`src/rtl/uart_rx_frame_if.sv`:
```
`default_nettype none
// ============================================================================
// Module   : uart_rx_frame_if
// Purpose  : Received-frame bundle from the UART framer to its consumer.
// Revision : 1.0  initial release
// ============================================================================
interface uart_rx_frame_if #(
    parameter int DATA_WIDTH = 8
);
    logic [DATA_WIDTH-1:0] rx_data;
    logic                  parity;
    logic                  rx_done;
    logic                  parity_err;
    logic                  frame_err;
    logic                  busy;

    modport master (output rx_data, parity, rx_done, parity_err, frame_err, busy);
    modport slave  (input  rx_data, parity, rx_done, parity_err, frame_err, busy);
endinterface
`default_nettype wire

```
`src/rtl/uart_rx_frame.sv`:
```
`default_nettype none
// ============================================================================
// Module   : uart_rx_frame
// Purpose  : Oversampled UART receive framer with parity/stop checking.
// Revision : 1.0  initial release
// ============================================================================
module uart_rx_frame #(
    parameter int DATA_WIDTH   = 8,
    parameter int STOP_WIDTH   = 1,
    parameter int PARITY_WIDTH = 1,
    parameter int PARITY_ODD   = 0,
    parameter int OVERSAMPLE   = 16
) (
    input  wire logic       i_clock,
    input  wire logic       i_reset,
    input  wire logic       i_tick,
    input  wire logic       i_rx,
    uart_rx_frame_if.master rx_if
);
    localparam int C_TCNT_W = $clog2(OVERSAMPLE);
    localparam int C_BCNT_W = $clog2(DATA_WIDTH + STOP_WIDTH + 1);
    localparam logic [C_TCNT_W-1:0] C_T_MID   = C_TCNT_W'(OVERSAMPLE / 2 - 1);
    localparam logic [C_TCNT_W-1:0] C_T_END   = C_TCNT_W'(OVERSAMPLE - 1);
    localparam logic [C_TCNT_W-1:0] C_T_ONE   = C_TCNT_W'(1);
    localparam logic [C_BCNT_W-1:0] C_B_DLAST = C_BCNT_W'(DATA_WIDTH - 1);
    localparam logic [C_BCNT_W-1:0] C_B_SLAST = C_BCNT_W'(STOP_WIDTH - 1);
    localparam logic [C_BCNT_W-1:0] C_B_ONE   = C_BCNT_W'(1);
    localparam logic                C_ODD     = (PARITY_ODD != 0);
    localparam logic                C_HAS_PAR = (PARITY_WIDTH != 0);

    typedef enum logic [2:0] {
        S_IDLE   = 3'd0,
        S_START  = 3'd1,
        S_DATA   = 3'd2,
        S_PARITY = 3'd3,
        S_STOP   = 3'd4
    } state_t;

    state_t                state_q, state_d;
    logic                  sync1_q, sync2_q, prev_q;
    logic [C_TCNT_W-1:0]   tcnt_q, tcnt_d;
    logic [C_BCNT_W-1:0]   bcnt_q, bcnt_d;
    logic [DATA_WIDTH-1:0] shift_q, shift_d;
    logic                  par_q, par_d;
    logic                  ferr_q, ferr_d;
    logic [DATA_WIDTH-1:0] rx_data_q, rx_data_d;
    logic                  parity_q, parity_d;
    logic                  done_q, done_d;
    logic                  perr_q, perr_d;
    logic                  frame_err_q, frame_err_d;
    logic                  w_fall;
    logic                  w_bit_end;

    // Line sync plus previous-value register; all idle high so reset is not an edge.
    always_ff @(posedge i_clock or negedge i_reset) begin
        if (!i_reset) begin
            sync1_q <= 1'b1;
            sync2_q <= 1'b1;
            prev_q  <= 1'b1;
        end else begin
            sync1_q <= i_rx;
            sync2_q <= sync1_q;
            prev_q  <= sync2_q;
        end
    end

    assign w_fall    = prev_q & ~sync2_q;
    assign w_bit_end = i_tick && (tcnt_q == C_T_END);

    always_ff @(posedge i_clock or negedge i_reset) begin
        if (!i_reset) begin
            state_q     <= S_IDLE;
            tcnt_q      <= '0;
            bcnt_q      <= '0;
            shift_q     <= '0;
            par_q       <= 1'b0;
            ferr_q      <= 1'b0;
            rx_data_q   <= '0;
            parity_q    <= 1'b0;
            done_q      <= 1'b0;
            perr_q      <= 1'b0;
            frame_err_q <= 1'b0;
        end else begin
            state_q     <= state_d;
            tcnt_q      <= tcnt_d;
            bcnt_q      <= bcnt_d;
            shift_q     <= shift_d;
            par_q       <= par_d;
            ferr_q      <= ferr_d;
            rx_data_q   <= rx_data_d;
            parity_q    <= parity_d;
            done_q      <= done_d;
            perr_q      <= perr_d;
            frame_err_q <= frame_err_d;
        end
    end

    always_comb begin
        state_d     = state_q;
        tcnt_d      = tcnt_q;
        bcnt_d      = bcnt_q;
        shift_d     = shift_q;
        par_d       = par_q;
        ferr_d      = ferr_q;
        rx_data_d   = rx_data_q;
        parity_d    = parity_q;
        done_d      = 1'b0;
        perr_d      = perr_q;
        frame_err_d = frame_err_q;

        unique case (state_q)
            S_IDLE: begin
                if (w_fall) begin
                    tcnt_d  = '0;
                    bcnt_d  = '0;
                    par_d   = 1'b0;
                    ferr_d  = 1'b0;
                    state_d = S_START;
                end
            end
            S_START: begin
                if (i_tick) begin
                    if (tcnt_q == C_T_MID) begin
                        tcnt_d  = '0;
                        // A line already back high at mid-start is noise, not a frame.
                        state_d = sync2_q ? S_IDLE : S_DATA;
                    end else begin
                        tcnt_d = tcnt_q + C_T_ONE;
                    end
                end
            end
            S_DATA: begin
                if (w_bit_end) begin
                    tcnt_d  = '0;
                    shift_d = {sync2_q, shift_q[DATA_WIDTH-1:1]};
                    if (bcnt_q == C_B_DLAST) begin
                        bcnt_d  = '0;
                        state_d = C_HAS_PAR ? S_PARITY : S_STOP;
                    end else begin
                        bcnt_d = bcnt_q + C_B_ONE;
                    end
                end else if (i_tick) begin
                    tcnt_d = tcnt_q + C_T_ONE;
                end
            end
            S_PARITY: begin
                if (w_bit_end) begin
                    tcnt_d  = '0;
                    par_d   = sync2_q;
                    state_d = S_STOP;
                end else if (i_tick) begin
                    tcnt_d = tcnt_q + C_T_ONE;
                end
            end
            S_STOP: begin
                if (w_bit_end) begin
                    tcnt_d = '0;
                    ferr_d = ferr_q | ~sync2_q;
                    if (bcnt_q == C_B_SLAST) begin
                        bcnt_d      = '0;
                        state_d     = S_IDLE;
                        done_d      = 1'b1;
                        rx_data_d   = shift_q;
                        parity_d    = par_q;
                        perr_d      = C_HAS_PAR & (^shift_q ^ par_q ^ C_ODD);
                        frame_err_d = ferr_q | ~sync2_q;
                    end else begin
                        bcnt_d = bcnt_q + C_B_ONE;
                    end
                end else if (i_tick) begin
                    tcnt_d = tcnt_q + C_T_ONE;
                end
            end
            default: begin
                state_d = S_IDLE;
                tcnt_d  = '0;
                bcnt_d  = '0;
            end
        endcase
    end

    assign rx_if.rx_data    = rx_data_q;
    assign rx_if.parity     = parity_q;
    assign rx_if.rx_done    = done_q;
    assign rx_if.parity_err = perr_q;
    assign rx_if.frame_err  = frame_err_q;
    assign rx_if.busy       = (state_q != S_IDLE);
endmodule
`default_nettype wire

```
`src/flat_wrapper.sv`:
```
// flat-port wrapper written by rule: the top's interface ports become plain ports
module uart_rx_frame_flat 
#(
    parameter int DATA_WIDTH   = 8,
    parameter int STOP_WIDTH   = 1,
    parameter int PARITY_WIDTH = 1,
    parameter int PARITY_ODD   = 0,
    parameter int OVERSAMPLE   = 16
)
  (i_clock, i_reset, i_tick, i_rx, rx_if_rx_data, rx_if_parity, rx_if_rx_done, rx_if_parity_err, rx_if_frame_err, rx_if_busy);
  uart_rx_frame_if #(.DATA_WIDTH(DATA_WIDTH)) rx_if_i ();
  input  wire logic i_clock;
  input  wire logic i_reset;
  input  wire logic i_tick;
  input  wire logic i_rx;
  output wire logic [$bits(rx_if_i.rx_data)-1:0] rx_if_rx_data;
  output wire logic [$bits(rx_if_i.parity)-1:0] rx_if_parity;
  output wire logic [$bits(rx_if_i.rx_done)-1:0] rx_if_rx_done;
  output wire logic [$bits(rx_if_i.parity_err)-1:0] rx_if_parity_err;
  output wire logic [$bits(rx_if_i.frame_err)-1:0] rx_if_frame_err;
  output wire logic [$bits(rx_if_i.busy)-1:0] rx_if_busy;
  assign rx_if_rx_data = rx_if_i.rx_data;
  assign rx_if_parity = rx_if_i.parity;
  assign rx_if_rx_done = rx_if_i.rx_done;
  assign rx_if_parity_err = rx_if_i.parity_err;
  assign rx_if_frame_err = rx_if_i.frame_err;
  assign rx_if_busy = rx_if_i.busy;
  uart_rx_frame #(.DATA_WIDTH(DATA_WIDTH), .STOP_WIDTH(STOP_WIDTH), .PARITY_WIDTH(PARITY_WIDTH), .PARITY_ODD(PARITY_ODD), .OVERSAMPLE(OVERSAMPLE)) u_core (.i_clock(i_clock), .i_reset(i_reset), .i_tick(i_tick), .i_rx(i_rx), .rx_if(rx_if_i));
endmodule
```
`config.mk`:
```
export PLATFORM = sky130hd
export DESIGN_NAME = uart_rx_frame_flat
export DESIGN_NICKNAME = d
export VERILOG_FILES = /design/src/rtl/uart_rx_frame_if.sv /design/src/rtl/uart_rx_frame.sv /design/src/flat_wrapper.sv
export SDC_FILE = /design/constraint.sdc
export NUM_CORES = 1
export LEC_CHECK = 0
export CAP_MARGIN = 15
export CORE_MARGIN = 2
export CORE_UTILIZATION = 30
export CTS_CLUSTER_SIZE = 10
export DETAILED_ROUTE_END_ITERATION = 10
export PLACE_DENSITY = 0.5
export SYNTH_ARGS = -nofsm -noshare
export SYNTH_HDL_FRONTEND = slang
export SYNTH_SLANG_ARGS = --single-unit
```
`constraint.sdc`:
```
create_clock -name i_clock -period 1.9 [get_ports i_clock]
set_input_delay 0.38 -clock i_clock [delete_from_list [all_inputs] [get_ports i_clock]]
set_output_delay 0.38 -clock i_clock [all_outputs]
set_load 0.01 [all_outputs]
```
After elaboration in Yosys (flattened, before gate mapping)
Cells that the tools add are included.
Widths: inputs -> output; s select.
- add/sub/neg operators: 2
- equal/unequal tests: 16
- multiplexer cells: 29
- bitwise logic cells: 5
- reduce and logical (&&, ||, !) cells: 16
- operator list (cell ; number):
    $mux 4 ; 9
    $mux 3 ; 8
    $pmux 4 s4 ; 1
    $pmux 3 s5 ; 1
    $ne 2x1->1 const B ; 7
    $pmux 4 s3 ; 1
    $reduce_and 3->1 ; 4
    $add 4x1->4 const B ; 2
    $eq 4x3->1 const B ; 2
    $reduce_and 8->1 ; 1
    $reduce_xor 8->1 ; 1
    $eq 3x2->1 const B ; 2
    $mux 1 ; 6
    $eq 4x4->1 const B ; 1
    $logic_not 4->1 ; 1
    $pmux 1 s2 ; 2
    $reduce_and 4->1 ; 1
    $reduce_bool 2->1 ; 2
    $eq 3x1->1 const B ; 1
    $eq 3x3->1 const B ; 1
    $logic_not 3->1 ; 1
    $ne 3x1->1 const B ; 1
    $reduce_bool 3->1 ; 1
    $reduce_or 3->1 ; 1
    9 further kinds ; 10
- register bits after elaboration: 36
- output and inout bits: 13
- word-level logic and storage cells: 82

Depth between registers and ports, before layout
- depth in word-level cells: 4
- mapped depth: 7
- depth with buffers taken out: 6

Least setup slack after synthesis
Ideal clock, no wire load.
- kind: register -> register
- start: reg u_core.tcnt_q[0]
- end: reg u_core.tcnt_q[3]
- data arrival time: 1.656 ns
- required time: 1.805 ns
- slack: 0.148 ns
- cell stages (with the launch flop): 7
- clock period less this slack: 1.752 ns
- path through: dfrtp_1 > ha_1 > and4_1 > buf_4 > and2_1 > o32a_1 > o31ai_1
- cells in the longest elaborated chain, start to end: 4
- elaborated cells between the ends (all ways): 11
- RTL lines (element ; RTL line ; text):
    from (decl) ; uart_rx_frame.sv:41 ; logic [C_TCNT_W-1:0] tcnt_q, tcnt_d;
    from (signal assigned) ; uart_rx_frame.sv:85 ; tcnt_q <= tcnt_d;
    $add 4x1->4 (tied with other cells) ; -- ;
    $mux 4 (tied with other cells) ; uart_rx_frame.sv:142, uart_rx_frame.sv:151, uart_rx_frame.sv:170 ;
    $mux 4 (tied with other cells) ; uart_rx_frame.sv:133 ; if (w_bit_end) begin
    $pmux 4 s3 / $reduce_and 3->1 (equally long branches) ; -- ;
Parallel ways exist; a longest one is shown, timed or not. The select of a mux whose other input is x is not followed.
A chain may end at the register's enable or synchronous reset.

Worst setup path in the final report
- start: reg u_core.state_q[1]
- end: out rx_if_busy
- cells in the longest elaborated chain, start to end: 1
- RTL lines (element ; RTL line ; text):
    from (decl) ; uart_rx_frame.sv:39 ; state_t state_q, state_d;
    from (signal assigned) ; uart_rx_frame.sv:84 ; state_q <= state_d;
    $reduce_bool 3->1 ; uart_rx_frame.sv:187 ; assign rx_if.busy = (state_q != S_IDLE);
    to (decl) ; flat_wrapper.sv:21 ; output wire logic [$bits(rx_if_i.busy)-1:0] rx_if_busy;
No other way between the ends.

==> flow_metrics.env <==
export IMPL_outcome="finished clean"
export IMPL_post_route_drc_count=0
export IMPL_firstDrtPassIters=4
export IMPL_first_global_vias=1373
export IMPL_detail_route_iter0_violations=97
export IMPL_critical_path_endpoint_type="output port"
export IMPL_synth_top_flop_cell="sky130_fd_sc_hd__dfrtp_1"
export IMPL_initial_util_pct=30.6
export IMPL_grt_busiest_layer="met2"
export IMPL_gr_usage_met1_pct=16.4
export IMPL_worst_clock_skew_ps=8.78
export IMPL_peakVddDrop_mv=0.323
export IMPL_post_drt_via_cell_ratio=4.96
export IMPL_synth_sequential_area_ratio_pct=50.5
export IMPL_boundaryPins=17
export IMPL_cts_max_path_buffers=2
export IMPL_count_of_endpoints_failing_setup_in_the_final_report=0
export IMPL_post_synth_inst_count=156
export IMPL_cts_made_buffers=5
export IMPL_p_leak_nw=1.11
export IMPL_cts_sinks=36
export IMPL_post_syn_area_um2=1790
export IMPL_path_cells="nor2_1, nand2_1, clkdlybuf4s50_1"
export IMPL_nets=204
export IMPL_drt_total_wl_um=3840
export IMPL_ctsHtreeMaxLevel=2
export IMPL_cp_buffers_inverters=1
export IMPL_power_density_nw_per_um2=762
export IMPL_min_path_type="input pin to async pin"
export IMPL_ys_async_sr_fraction_pct=100
export IMPL_synthesis_yosys_warnings=0
export IMPL_rows=28
export IMPL_layout_commonest_cell="sky130_fd_sc_hd__dfrtp_1"
export IMPL_pin_count_of_the_biggest_net_entering_global_routing=37
export IMPL_finalMaxSlewViolations=0
export IMPL_grt_use_met3_pct=3.67
export IMPL_timing_final_crit_period_ps=1860
export IMPL_tritoncts="yes"
export IMPL_grt_antenna_before_repair=0
export IMPL_placeable_core_region_um2=5850
export IMPL_mappedNetlistNets=163
export IMPL_grt_overflow_total=0
export IMPL_syn_mean_instance_area_um2=11.5
export IMPL_diodes=0
export IMPL_yosysUniqueCellTypes=51
export IMPL_maxCapViolCount=0
export IMPL_vias=1353
export IMPL_critPathArrivalTime_ps=1480
export IMPL_grt_util_met2_pct=20.8
export IMPL_area_overhead_vs_synth_pct=30.1
export IMPL_clk_transition_reported_paths_ps=80
export IMPL_clock_fmax_ghz=0.539
export IMPL_worst_pin_slew_ps=467
export IMPL_crit_slowest_cell="sky130_fd_sc_hd__clkdlybuf4s50_1"
export IMPL_synth_edf_count=0
export IMPL_drtAntennaViolNets=0
export IMPL_numPortBuffers=16
export IMPL_setup_total_negative_slack_ps=0
export IMPL_critPathMaxStageDelay_ps=480
export IMPL_max_slew_headroom_pct=68.9
export IMPL_path_max_fanout=7
export IMPL_cp_required_ps=1520
export IMPL_place_hpwl_um=2690
export IMPL_clk_root_buffer_cell="sky130_fd_sc_hd__clkbuf_8"
export IMPL_dieArea_um2=6610
export IMPL_die_width_um=81.3
export IMPL_layout_filler_cells=569
export IMPL_grt_pass1_wl_um=6520
export IMPL_synthesized_flop_and_latch_total=36
export IMPL_layout_common_cells="31 x sky130_fd_sc_hd__dfrtp_1, 21 x sky130_fd_sc_hd__buf_4, 15 x sky130_fd_sc_hd__clkdlybuf4s50_1, 12 x sky130_fd_sc_hd__mux2_2, 8 x sky130_fd_sc_hd__nand2_1"
export IMPL_drive_above_1_share_pct=30.8
export IMPL_timing_hold_violations_final=0
export IMPL_timing_critical_path_from_type="register"
export IMPL_grt_util_all_layers_pct=12.9
export IMPL_cp_top_family="buffers and inverters"
export IMPL_critical_path_class="register to output port"
export IMPL_insertion_delay_ps=290
export IMPL_final_hold_worst_slack_ps=117
export IMPL_drt_wirelength_per_cell_um=14.1
export IMPL_layout_worst_path_cycle_share_pct=97.7
export IMPL_die_h_um=81.3
export IMPL_grt_setup_unrepaired="false"
export IMPL_gp_routability_congestion=0.844
logic make-up after synthesis:
group,Yosys count,share of synthesized area (%)
compound gates,33,12.8
mux,18,11.3
flops,36,50.5
fa+ha+maj,3,2.09
buf+inv,12,2.79
simple gates,44,14.9
xor+xnor,10,5.65
worst reg2reg max path: cells and delay by family (launching register included):
| family | cells | cell delay (ps) |
|---|---|---|
| adders and majority gates | 1 | 220 |
| and+or+nand+nor | 2 | 390 |
| buffers and inverters | 1 | 140 |
| DFF | 1 | 400 |
| AOI/OAI and AO/OA | 2 | 550 |
routing by layer:
metal / up-vias / routed length, µm
met5: - / 0
met4: 0 / 44
met3: 6 / 159
met2: 30 / 1890
met1: 670 / 1750
li1: 647 / -
report_power, final:
group          total, W  switching (W)  leakage (nW)  internal (W)
registers      0.000885      0.0000516         0.471      0.000833
logic          0.000314       0.000159         0.591      0.000155
clock network  0.000579       0.000284        0.0445      0.000295
sequential cells by signal, summed over array words and instances, names as in the netlist, 3 cells and up:
register              count
u_core.tcnt_q             4
u_core.rx_if.rx_data      8
u_core.shift_q            8
u_core.bcnt_q             4
u_core.state_q            3
stage by stage:
step | cell area, µm² | power [W] | instances | utilization [%] | setup WS (ps)
floorplan | 1790 | 0.00106 | 156 | - | 148
global placement | 2180 | 0.00117 | 260 | 37.2 | -231
detailed placement | 2180 | 0.00120 | 260 | 37.2 | -280
CTS | 2280 | 0.00179 | 268 | 39.0 | 5.47
global route | 2330 | 0.00188 | 273 | 39.9 | 0.165
finish | 2330 | 0.00178 | 273 | 39.9 | 43.2
synth_stat cells (6+ instances only):
master | count | area [µm²]
sky130_fd_sc_hd__a21oi_1 | 6 | 30.0
sky130_fd_sc_hd__dfrtp_1 | 33 | 826
sky130_fd_sc_hd__inv_1 | 7 | 26.3
sky130_fd_sc_hd__mux2_1 | 6 | 67.6
sky130_fd_sc_hd__mux2_2 | 12 | 135
sky130_fd_sc_hd__nand2_1 | 8 | 30.0
sky130_fd_sc_hd__nand3_1 | 6 | 30.0
sky130_fd_sc_hd__nor2_1 | 6 | 22.5
sky130_fd_sc_hd__o21ai_0 | 7 | 35.0
sky130_fd_sc_hd__xnor2_1 | 6 | 52.6
final timing paths:
kind,from,end,slack [ps],depth (start not counted)
min in group i_clock,u_core.sync1_q,u_core.sync2_q,360,0
hold / removal,i_reset,u_core.state_q[0],120,2
setup reg to reg,u_core.tcnt_q[0],u_core.tcnt_q[0],120,6
max in group asynchronous,i_reset,u_core.sync1_q,1420,2
setup / recovery,u_core.state_q[1],rx_if_busy,40,3
hold reg to reg,u_core.sync1_q,u_core.sync2_q,360,0
layout make-up:
cell class	instances	area, µm²	share of cell area [%]
multi-input combinational	108	858	36.8
clock buffer	7	86.3	3.70
sequential	36	907	38.9
inverter	7	26.3	1.13
tap	75	93.8	4.02
timing repair buffer	39	353	15.1
clock inverter	1	7.51	0.322
timing repair:
item	in CTS	in global routing
resized for setup	5	2
endpoints found under the setup margin	6	3
hold buffers	0	0
buffers inserted	0	5
pin swaps	0	1
(Power assumes the default switching activity.)
